==> config.mk <==
export PLATFORM = sky130hd
export DESIGN_NAME = safety_monitor_top_flat
export DESIGN_NICKNAME = d
export VERILOG_FILES = /design/src/rtl/safety_pkg.sv /design/src/rtl/safety_monitor_if.sv /design/src/rtl/stuck_detector.sv /design/src/rtl/safety_monitor_top.sv /design/src/flat_wrapper.sv
export SDC_FILE = /design/constraint.sdc
export NUM_CORES = 1
export LEC_CHECK = 0
export BUFFER_PORTS_ARGS = -buffer_cell sky130_fd_sc_hd__buf_2
export CORE_UTILIZATION = 36
export CTS_CLUSTER_DIAMETER = 200
export DETAILED_ROUTE_END_ITERATION = 7
export PLACE_DENSITY_LB_ADDON = 0.05
export SETUP_SLACK_MARGIN = 0.02
export SYNTH_ARGS = -nofsm -noshare
export SYNTH_HDL_FRONTEND = slang
export SYNTH_SLANG_ARGS = --single-unit
==> constraint.sdc <==
create_clock -name clk -period 1.9 [get_ports clk]
set_input_delay 0.285 -clock clk [delete_from_list [all_inputs] [get_ports clk]]
set_output_delay 0.285 -clock clk [all_outputs]
set_load 0.02 [all_outputs]
==> src/rtl/safety_pkg.sv <==
// Shared types, state encodings and default thresholds for the pedal safety monitor.
package safety_pkg;

  localparam logic [15:0] ACCEL_THRESH_DEF = 16'h01D9;
  localparam logic [15:0] BRAKE_THRESH_DEF = 16'h0100;
  localparam int unsigned STUCK_LIMIT_DEF  = 200;

  // One-hot so the state register can drive the status LEDs directly.
  typedef logic [2:0] state_t;
  localparam state_t ST_IDLE     = 3'b001;
  localparam state_t ST_WARNING  = 3'b010;
  localparam state_t ST_FAILSAFE = 3'b100;

  localparam int unsigned QUIET_CYCLES = 4;

endpackage

==> src/rtl/safety_monitor_if.sv <==
// Sensor samples in, status LEDs out; master drives sensors, slave is the monitor.
interface safety_monitor_if;

  logic [15:0] spi_accel;
  logic [15:0] spi_brake;
  logic [2:0]  led_status;

  modport master (output spi_accel, output spi_brake, input  led_status);
  modport slave  (input  spi_accel, input  spi_brake, output led_status);

endinterface

==> src/rtl/stuck_detector.sv <==
// Flags a sensor whose sample has repeated for LIMIT consecutive cycles.
module stuck_detector
  import safety_pkg::*;
#(
  parameter int unsigned LIMIT = STUCK_LIMIT_DEF
) (
  input  logic        clk,
  input  logic        rst,
  input  logic [15:0] sample,
  output logic        stuck
);

  localparam int CW = $clog2(LIMIT + 1);
  localparam logic [CW-1:0] LIMIT_C = CW'(LIMIT);

  logic [15:0]   prev_q;
  logic [CW-1:0] cnt_q;
  logic [CW-1:0] cnt_d;

  // NOTE: every signal assigned in always_comb gets a default first, so no path can infer a latch.
  always_comb begin
    cnt_d = '0;
    if (sample == prev_q) begin
      cnt_d = (cnt_q == LIMIT_C) ? cnt_q : cnt_q + CW'(1);
    end
  end

  // Asserted on the cycle the counter lands on LIMIT, so the FSM moves on the same edge.
  assign stuck = (cnt_d == LIMIT_C);

  // NOTE: sequential state uses non-blocking assignments so all registers update together.
  always_ff @(posedge clk) begin
    if (rst) begin
      prev_q <= '0;
      cnt_q  <= '0;
    end else begin
      prev_q <= sample;
      cnt_q  <= cnt_d;
    end
  end

endmodule

==> src/rtl/safety_monitor_top.sv <==
// Pedal safety monitor: IDLE/WARNING/FAILSAFE FSM on registered accel/brake samples.
// Stuck-sensor detection and the FAILSAFE state are enabled by defining STUCK_DETECT_EN.
module safety_monitor_top
  import safety_pkg::*;
#(
  parameter logic [15:0] ACCEL_THRESH = ACCEL_THRESH_DEF,
  parameter logic [15:0] BRAKE_THRESH = BRAKE_THRESH_DEF,
  parameter int unsigned STUCK_LIMIT  = STUCK_LIMIT_DEF
) (
  input logic             clk,
  input logic             rst,
  safety_monitor_if.slave bus
);

  localparam logic [15:0] ACCEL_HALF = ACCEL_THRESH >> 1;
  localparam logic [1:0]  QUIET_LAST = 2'(QUIET_CYCLES - 1);

  logic [15:0] accel_q;
  logic [15:0] brake_q;
  state_t      state_q;
  state_t      state_d;
  logic [1:0]  quiet_q;
  logic [1:0]  quiet_d;
  logic        warn;
  logic        stuck;

`ifdef STUCK_DETECT_EN
  stuck_detector #(
    .LIMIT (STUCK_LIMIT)
  ) u_stuck (
    .clk    (clk),
    .rst    (rst),
    .sample (accel_q),
    .stuck  (stuck)
  );
`else
  logic unused_stuck_limit;
  assign unused_stuck_limit = ^STUCK_LIMIT;
  assign stuck = 1'b0;
`endif

  // Pedal conflict: moderate throttle while the brake is applied.
  assign warn = (accel_q > ACCEL_THRESH) ||
                ((accel_q > ACCEL_HALF) && (brake_q >= BRAKE_THRESH));

  always_comb begin
    state_d = state_q;
    quiet_d = '0;
    case (state_q)
      ST_IDLE: begin
        if (warn) state_d = ST_WARNING;
      end
      ST_WARNING: begin
        if (!warn) begin
          if (quiet_q == QUIET_LAST) state_d = ST_IDLE;
          else                       quiet_d = quiet_q + 2'd1;
        end
      end
      ST_FAILSAFE: state_d = ST_FAILSAFE;
      default:     state_d = ST_IDLE;
    endcase
    // Stuck sensor overrides any warning decision taken this cycle.
    if (stuck) state_d = ST_FAILSAFE;
  end

  always_ff @(posedge clk) begin
    if (rst) begin
      accel_q <= '0;
      brake_q <= '0;
      state_q <= ST_IDLE;
      quiet_q <= '0;
    end else begin
      accel_q <= bus.spi_accel;
      brake_q <= bus.spi_brake;
      state_q <= state_d;
      quiet_q <= quiet_d;
    end
  end

  assign bus.led_status = state_q;

endmodule

==> src/flat_wrapper.sv <==
// flat-port wrapper written by rule: the top's interface ports become plain ports
module safety_monitor_top_flat import safety_pkg::*;
#(
  parameter logic [15:0] ACCEL_THRESH = ACCEL_THRESH_DEF,
  parameter logic [15:0] BRAKE_THRESH = BRAKE_THRESH_DEF,
  parameter int unsigned STUCK_LIMIT  = STUCK_LIMIT_DEF
)
  (clk, rst, bus_spi_accel, bus_spi_brake, bus_led_status);
  safety_monitor_if bus_i ();
  input logic clk;
  input logic rst;
  input wire logic [$bits(bus_i.spi_accel)-1:0] bus_spi_accel;
  input wire logic [$bits(bus_i.spi_brake)-1:0] bus_spi_brake;
  output wire logic [$bits(bus_i.led_status)-1:0] bus_led_status;
  assign bus_i.spi_accel = bus_spi_accel;
  assign bus_i.spi_brake = bus_spi_brake;
  assign bus_led_status = bus_i.led_status;
  safety_monitor_top #(.ACCEL_THRESH(ACCEL_THRESH), .BRAKE_THRESH(BRAKE_THRESH), .STUCK_LIMIT(STUCK_LIMIT)) u_core (.clk(clk), .rst(rst), .bus(bus_i));
endmodule
After elaboration in Yosys (flattened, before gate mapping)
Cells that the tools add are included.
- register bits after elaboration: 37
- input port bits: 34
- $add $sub $neg: 1
- magnitude comparators: 3
- equal/unequal tests: 7
- reductions and logical operators: 4
- muxes and demuxes: 4
- bitwise operators: 1
- operators with widths (operator ; count):
    greater-or-equal comparator 16 x 9 -> 1 bit, second input constant ; 1
    greater-than comparator 16 x 8 -> 1 bit, second input constant ; 1
    greater-than comparator 16 x 9 -> 1 bit, second input constant ; 1
    2-to-1 mux 3 bit ; 3
    case mux 3 bit (3 select lines) ; 1
    inequality test 2 x 1 -> 1 bit, second input constant ; 2
    OR reduction 4 bit ; 1
    equality test 3 x 1 -> 1 bit, second input constant ; 1
    equality test 3 x 2 -> 1 bit, second input constant ; 1
    equality test 3 bit, second input constant ; 1
    AND reduction 3 bit ; 1
    adder 2 x 1 -> 2 bit, second input constant ; 1
    equality test 2 bit, second input constant ; 1
    inequality test 2 bit, second input constant ; 1
    logical AND 1 bit ; 1
    logical OR 1 bit ; 1
    NOT 1 bit ; 1

Longest topological paths before layout
Gate-level depths: netlist of the first run.
- depth after elaboration: 5
- mapped depth: 5
- depth with buffers taken out: 5

Worst setup path before layout of the first run
OpenSTA, ideal clock, no wires.
- path type: register -> register
- start point: register u_core.accel_q[15]
- end point: register u_core.state_q[1] (netlist: u_core.bus.led_status[1])
- period minus slack after synthesis: 1381 ps
- arrival time: 1267 ps
- setup time: 114 ps
- slack: 519 ps
- buffers on the path: 0
- cell stages (with the launch flop): 5
- cells stage by stage: dfxtp_1 > or4_4 > nor4_4 > o211ai_2 > a21bo_1
- word-level cells in the longest chain between the ends: 5
- ends and longest elaborated chain (what ; RTL line ; source):
    from (decl) ; safety_monitor_top.sv:18 ; logic [15:0] accel_q;
    from (signal assigned) ; safety_monitor_top.sv:73 ; accel_q <= bus.spi_accel;
    greater-than comparator 16 x 8 -> 1 bit ; safety_monitor_top.sv:44 ; ((accel_q > ACCEL_HALF) && (brake_q >= BRAKE_THRESH));
    logical AND 1 bit ; safety_monitor_top.sv:44 ;
    logical OR 1 bit (*) ; safety_monitor_top.sv:43 ; assign warn = (accel_q > ACCEL_THRESH) ||
    inequality test 2 bit (no source line) or inequality test 2 x 1 -> 1 bit (tied branches) ; - ;
    AND reduction 3 bit (no source line) (*) ; - ;
    to (signal assigned) ; safety_monitor_top.sv:75 ; state_q <= state_d;
    to (decl) ; safety_monitor_top.sv:20 ; state_t state_q;
Mark *: on every way between the ends. The rest lies on a longest branch, timed or not.
A chain may end at the register's enable or synchronous reset.

Final worst setup path of the first run
Same ends and word-level chain as after synthesis.

==> out/qor.csv, run 1 <==
stage,metric,value,unit
outcome,status,"finished, final reports clean",
setup_path,worst path arrival time,1.65,ns
timing,Peak Freq,695,MHz
floorplan,Row Count,18,
global_route,vias in the first global route,553,
finish,final core occ,47.1,%
drt,drt first pass iters,2,
timing,skew final,0.00860,ns
setup_path,critical path type,flip-flop to flip-flop,
timing,Final Hold Vio Count,0,
synthesis,synthesis warning total,0,
drt,via count,627,
finish,Register Area,581,sq um
cts,Clock Tree Buf Depth,2,
cts,clk slew on worst S/H paths,0.09,ns
floorplan,I/O pin count,37,
timing,Setup WS post-layout,0.461,ns
synthesis,Synth area leaders,"dfxtp_1 62%, nor2b_1 16%, nor3_1 2.7%",
setup_path,CP Capture Type,flip-flop,
timing,max_slew headroom,70.1,%
cts,postcts setup bufs,0,
drt,DRC viols,0,
synthesis,#FFs+latches synth,29,
synthesis,"Seq/Total Area, Yosys",62.1,%
setup_path,crit-path max FO,4,
floorplan,die area,2800,sq um
floorplan,initial core utilization,38.1,%
placed_design,routability cong.,0.616,
placed_design,pre-CTS WS,0.445,ns
drt,Post-DRT Antenna Nets,0,
timing,Tcrit/Tclk final,75.7,%
cts,Clock Root Buffer,clkbuf_4,
cts,Post-CTS Hold Fix Bufs,0,
setup_path,R2R cell count,4,
finish,Layout Nets,148,
setup_path,R2R Path End,u_core.bus.led_status[1]$_SDFFE_PP0P_,
timing,pin slew with the least headroom to its limit,0.449,ns
synthesis,top-count cell post-synth,dfxtp_1,
timing,unrepaired setup endpoints after global routing,no,
global_route,largest net degree at the start of global routing,29,
synthesis,Mapped Cells,81,
timing,final hold slack,0.181,ns
cts,H-tree levels,2,
finish,layout cell share with drive strength beyond 1,32.7,%
synthesis,syn avg cell area,11.5,sq um
cts,CTS sink count,29,
synthesis,number of synthesized flops with an enable pin,0,
placed_design,IO buf count,28,
cts,# resized after CTS,0,
drt,WL per Instance,9.20,um
setup_path,worst path required time,2.11,ns
synthesis,Post-Synthesis Net Count,116,
cts,Clock Latency Late Sink,0.31,ns
global_route,first-pass GRT wire length,2130,um
setup_path,FF-to-FF Start,u_core.accel_q[15]$_SDFF_PP0_,
hold_path,hold endpoint,u_core.accel_q[2]$_SDFF_PP0_,
drt,vias per cell,4.38,
timing,Final setup viols,0,
drt,Initial DRC Count,1,
pwr,Power Total,1.22,mW
drt,final WL,1320,um
synthesis,post-synth top area cell,dfxtp_1,
finish,area occupied by multi-input gates,339,sq um
timing,crit path time final,1.44,ns
cts,Num CTS Buffers,5,
synthesis,Synth top area share,62.1,%
floorplan,die outline height,53.0,um
floorplan,Die X,53.0,um
timing,max-slew violation count,0,
synthesis,async set-reset flop share out of synthesis,0,%
global_route,GRT overflow,0,
finish,Area growth syn-to-layout,23.7,%
hold_path,Hold Path Stages,2,
run,Max Cap Violations,0,
finish,Fill cells,239,
cts,TritonCTS clock tree,yes,
synthesis,synth unique cells,22,
setup_path,crit path launch type,flip-flop,
setup_path,CP startpoint,u_core.accel_q[15]$_SDFF_PP0_,
pwr,VDD IR max,0.629,mV
setup_path,r2r setup slk,0.46,ns
pwr,PD cells,1060,nW/um^2
hold_path,hold_sp,bus_spi_accel[2],
synthesis,ys flop type,dfxtp_1,
synthesis,post-synthesis cell area,935,sq um
global_route,gr usage total,11.3,%
hold_path,Worst Hold Class,primary input to flip-flop,
floorplan,core area,2450,sq um
timing,TNS Setup,0,ns
global_route,initial antenna violation count,0,
pwr,Pleak,0.516,nW
synthesis,Commonest cells post-synth,"29 x dfxtp_1, 24 x nor2b_1, 5 x nor3_1",
finish,ant diodes,0,
-- per-layer routing --
metal	GRT usage, %	part of all wire, %
met5	0	0
met4	7.89	0.91
met3	6.03	7.2
met2	16.5	43
met1	12.3	49
-- metrics by stage --
step	cell area, sq um	instances
after floorplan	935	81
after global placement	1100	136
after detailed placement	1100	136
after CTS	1160	143
after global routing	1160	143
final	1160	143
-- worst max-delay path, cell delays in order, from the launching register on --
cell and delay (ns):
dfxtp_1 0.30, or4_4 0.53, nor4_4 0.16, o211ai_2 0.16
a21bo_1 0.19
-- final cells by class --
| cell class | instances | share of cell area, % |
|---|---|---|
| clock buffer | 7 | 4.76 |
| inverter | 1 | 0.325 |
| multi-input combinational | 48 | 29.3 |
| sequential | 29 | 50.2 |
| tap | 30 | 3.25 |
| timing repair buffer | 28 | 12.1 |
-- cell families after synthesis --
family | synth area share (%)
XOR/XNOR | 0.937
AND/OR/NAND/NOR | 25.7
buffers and inverters | 1.61
AO/OA/AOI/OAI | 8.30
flip-flops | 62.1
adder cells (fa/ha/maj) | 1.34
-- worst max path at each step --
stage	slack [ns]	cells past startpoint	to
floorplan	0.52	4	u_core.bus.led_status[1]$_SDFFE_PP0P_
global placement	0.45	4	u_core.bus.led_status[1]$_SDFFE_PP0P_
detailed placement	0.44	4	u_core.bus.led_status[1]$_SDFFE_PP0P_
CTS	0.45	4	u_core.bus.led_status[1]$_SDFFE_PP0P_
global route	0.39	4	u_core.bus.led_status[1]$_SDFFE_PP0P_
finish	0.46	4	u_core.bus.led_status[1]$_SDFFE_PP0P_
-- power by group --
part	switching [mW]	internal [mW]
combinational	0.0808	0.0894
clock	0.184	0.174
sequential	0.0363	0.658
total	0.301	0.922
-- state kept, by name (all words and copies together), names as in the netlist --
register               cells
u_core.accel_q            16
u_core.brake_q             8
u_core.bus.led_status      3
u_core.quiet_q             2
-- cell usage in the layout (no fill, tap or decap), drive strengths merged, types with 2 or more instances in the layout --
cell type,netlist,layout
dfxtp,29,29
buf,0,28
nor2b,24,24
clkbuf,3,7
nor3,5,5
nor4,3,3
o211a,2,2
No activity file was read; power rests on OpenSTA's default activity.
==> run 2, diff against run 1 <==
Clock period 1.9 ns to 1.3 ns, I/O delays scaled along.
==> run 2 against run 1 <==
Clock-buffer cell count unchanged. Largest power group unchanged. Cell count increased by 1.4%. Total power increased by 65%. The flow now finishes with violations (negative setup slack).
==> out/qor.csv, run 2 (same netlist as run 1, synthesis figures left out) <==
stage,metric,value,unit
cts,Clock Latency Late Sink,0.31,ns
pwr,VDD IR max,0.955,mV
floorplan,Row Count,18,
floorplan,I/O pin count,37,
drt,via count,662,
cts,TritonCTS clock tree,yes,
timing,skew final,0.00551,ns
floorplan,core area,2450,sq um
placed_design,IO buf count,28,
global_route,vias in the first global route,585,
setup_path,slowest library cell on the worst path,or4_4,
cts,Clock Root Buffer,clkbuf_4,
pwr,Power Total,2.01,mW
pwr,Pleak,0.535,nW
cts,clk slew on worst S/H paths,0.09,ns
cts,CTS sink count,29,
drt,vias per cell,4.57,
timing,Setup WS post-layout,-0.129,ns
finish,Layout Nets,149,
timing,max_slew headroom,76.1,%
floorplan,initial core utilization,38.1,%
hold_path,Worst Hold Class,primary input to flip-flop,
global_route,gr usage total,12.4,%
drt,WL per Instance,9.87,um
pwr,PD cells,1680,nW/um^2
setup_path,worst path arrival time,1.64,ns
placed_design,pre-CTS WS,-0.128,ns
timing,Final setup viols,4,
drt,top routing layer in use,met4,
floorplan,die area,2800,sq um
outcome,status,"finished, violations left",
setup_path,crit path launch type,flip-flop,
setup_path,CP bufs+invs,0,
setup_path,crit-path max FO,4,
cts,H-tree levels,2,
finish,ant diodes,0,
setup_path,CP Capture Type,flip-flop,
drt,Met3 Routed Length,115,um
floorplan,die outline height,53.0,um
timing,Tcrit/Tclk final,110,%
timing,Peak Freq,700,MHz
finish,most flop-heavy register,u_core.accel_q,
cts,postcts setup bufs,0,
global_route,initial antenna violation count,0,
drt,WL met1,604,um
timing,TNS Setup,-0.300,ns
drt,met2 routed WL,678,um
setup_path,worst path required time,1.51,ns
cts,Num CTS Buffers,5,
setup_path,"Critical Path, Cell by Cell",or4_4 > nor4_4 > o211ai_2 > a21bo_1,
floorplan,Die X,53.0,um
finish,max FFs per register,16,
placed_design,Post-DP HPWL,1080,um
drt,Post-DRT Antenna Nets,0,
timing,max-slew violation count,0,
finish,Area growth syn-to-layout,27.7,%
setup_path,critical path type,flip-flop to flip-flop,
cts,Post-CTS Hold Fix Bufs,0,
drt,Initial DRC Count,6,
cts,Clock Tree Buf Depth,2,
setup_path,Top Family by Delay on Critical Path,simple AND/OR/NAND/NOR gates,
timing,crit path time final,1.43,ns
global_route,largest net degree at the start of global routing,21,
global_route,first-pass GRT wire length,2330,um
drt,drt first pass iters,4,
finish,most frequent cells in the layout,"29 x dfxtp_1, 28 x buf_2, 24 x nor2b_1",
placed_design,routability cong.,0.628,
run,Max Cap Violations,0,
timing,Final Hold Vio Count,0,
finish,"commonest non-fill, non-tap cell in the layout",dfxtp_1,
timing,pin slew with the least headroom to its limit,0.356,ns
setup_path,Worst path max stage delay,0.54,ns
drt,DRC viols,0,
timing,unrepaired setup endpoints after global routing,yes,
cts,# resized after CTS,0,
drt,final WL,1430,um
finish,layout cell share with drive strength beyond 1,33.9,%
global_route,GRT overflow,0,
outcome,failing checks,negative setup slack,
-- run 2: power by group --
group          internal [mW]  switching, mW
clock                  0.459          0.280
combinational          0.132          0.123
sequential             0.961         0.0545
-- run 2: repair_timing --
item	in CTS	in global routing
pin swaps	1	1
endpoints found under the hold margin	0	0
endpoints found under the setup margin	4	4
-- run 2: final timing paths --
path | end | slack [ns] | from | depth (start not counted)
worst max-delay path | u_core.bus.led_status[1]$_SDFFE_PP0P_ | -0.13 | u_core.accel_q[15]$_SDFF_PP0_ | 4
worst min-delay path | u_core.brake_q[12]$_SDFF_PP0_ | 0.09 | bus_spi_brake[12] | 2
worst max register to register | u_core.bus.led_status[1]$_SDFFE_PP0P_ | -0.13 | u_core.accel_q[15]$_SDFF_PP0_ | 4
worst min register to register | u_core.quiet_q[0]$_SDFF_PP0_ | 0.45 | u_core.quiet_q[0]$_SDFF_PP0_ | 1
-- run 2: per-stage QoR --
step / std cells / instance area (sq um) / util, % / hold WS, ns
finish: 145 / 1190 / 48.6 / 0.0852
global route: 145 / 1190 / 48.6 / 0.0623
CTS: 145 / 1190 / 48.6 / 0.0663
detailed placement: 137 / 1110 / 45.2 / 0.408
global placement: 137 / 1110 / 45.2 / 0.403
floorplan: 81 / 935 / - / 0.267
-- run 2: worst reg2reg max path, stage by stage (launching register included) --
cell	delay (ns)
dfxtp_1	0.31
or4_4	0.54
nor4_4	0.15
o211ai_2	0.15
a21bo_1	0.18
-- run 2: area by class of cell --
cell class	count	area, sq um
fillers	235	1260
clock inverters	1	30.0
multi-input cells	48	339
repair buffers	29	148
clock buffers	7	55.1
inverters	1	3.75
well taps	30	37.5
flip-flops and latches	29	581
-- run 2: routing by layer --
metal,vias to the layer above,track usage (%)
li1,338,-
met1,296,12.9
met2,24,18.6
met3,4,6.03
met4,0,10.5
met5,-,0
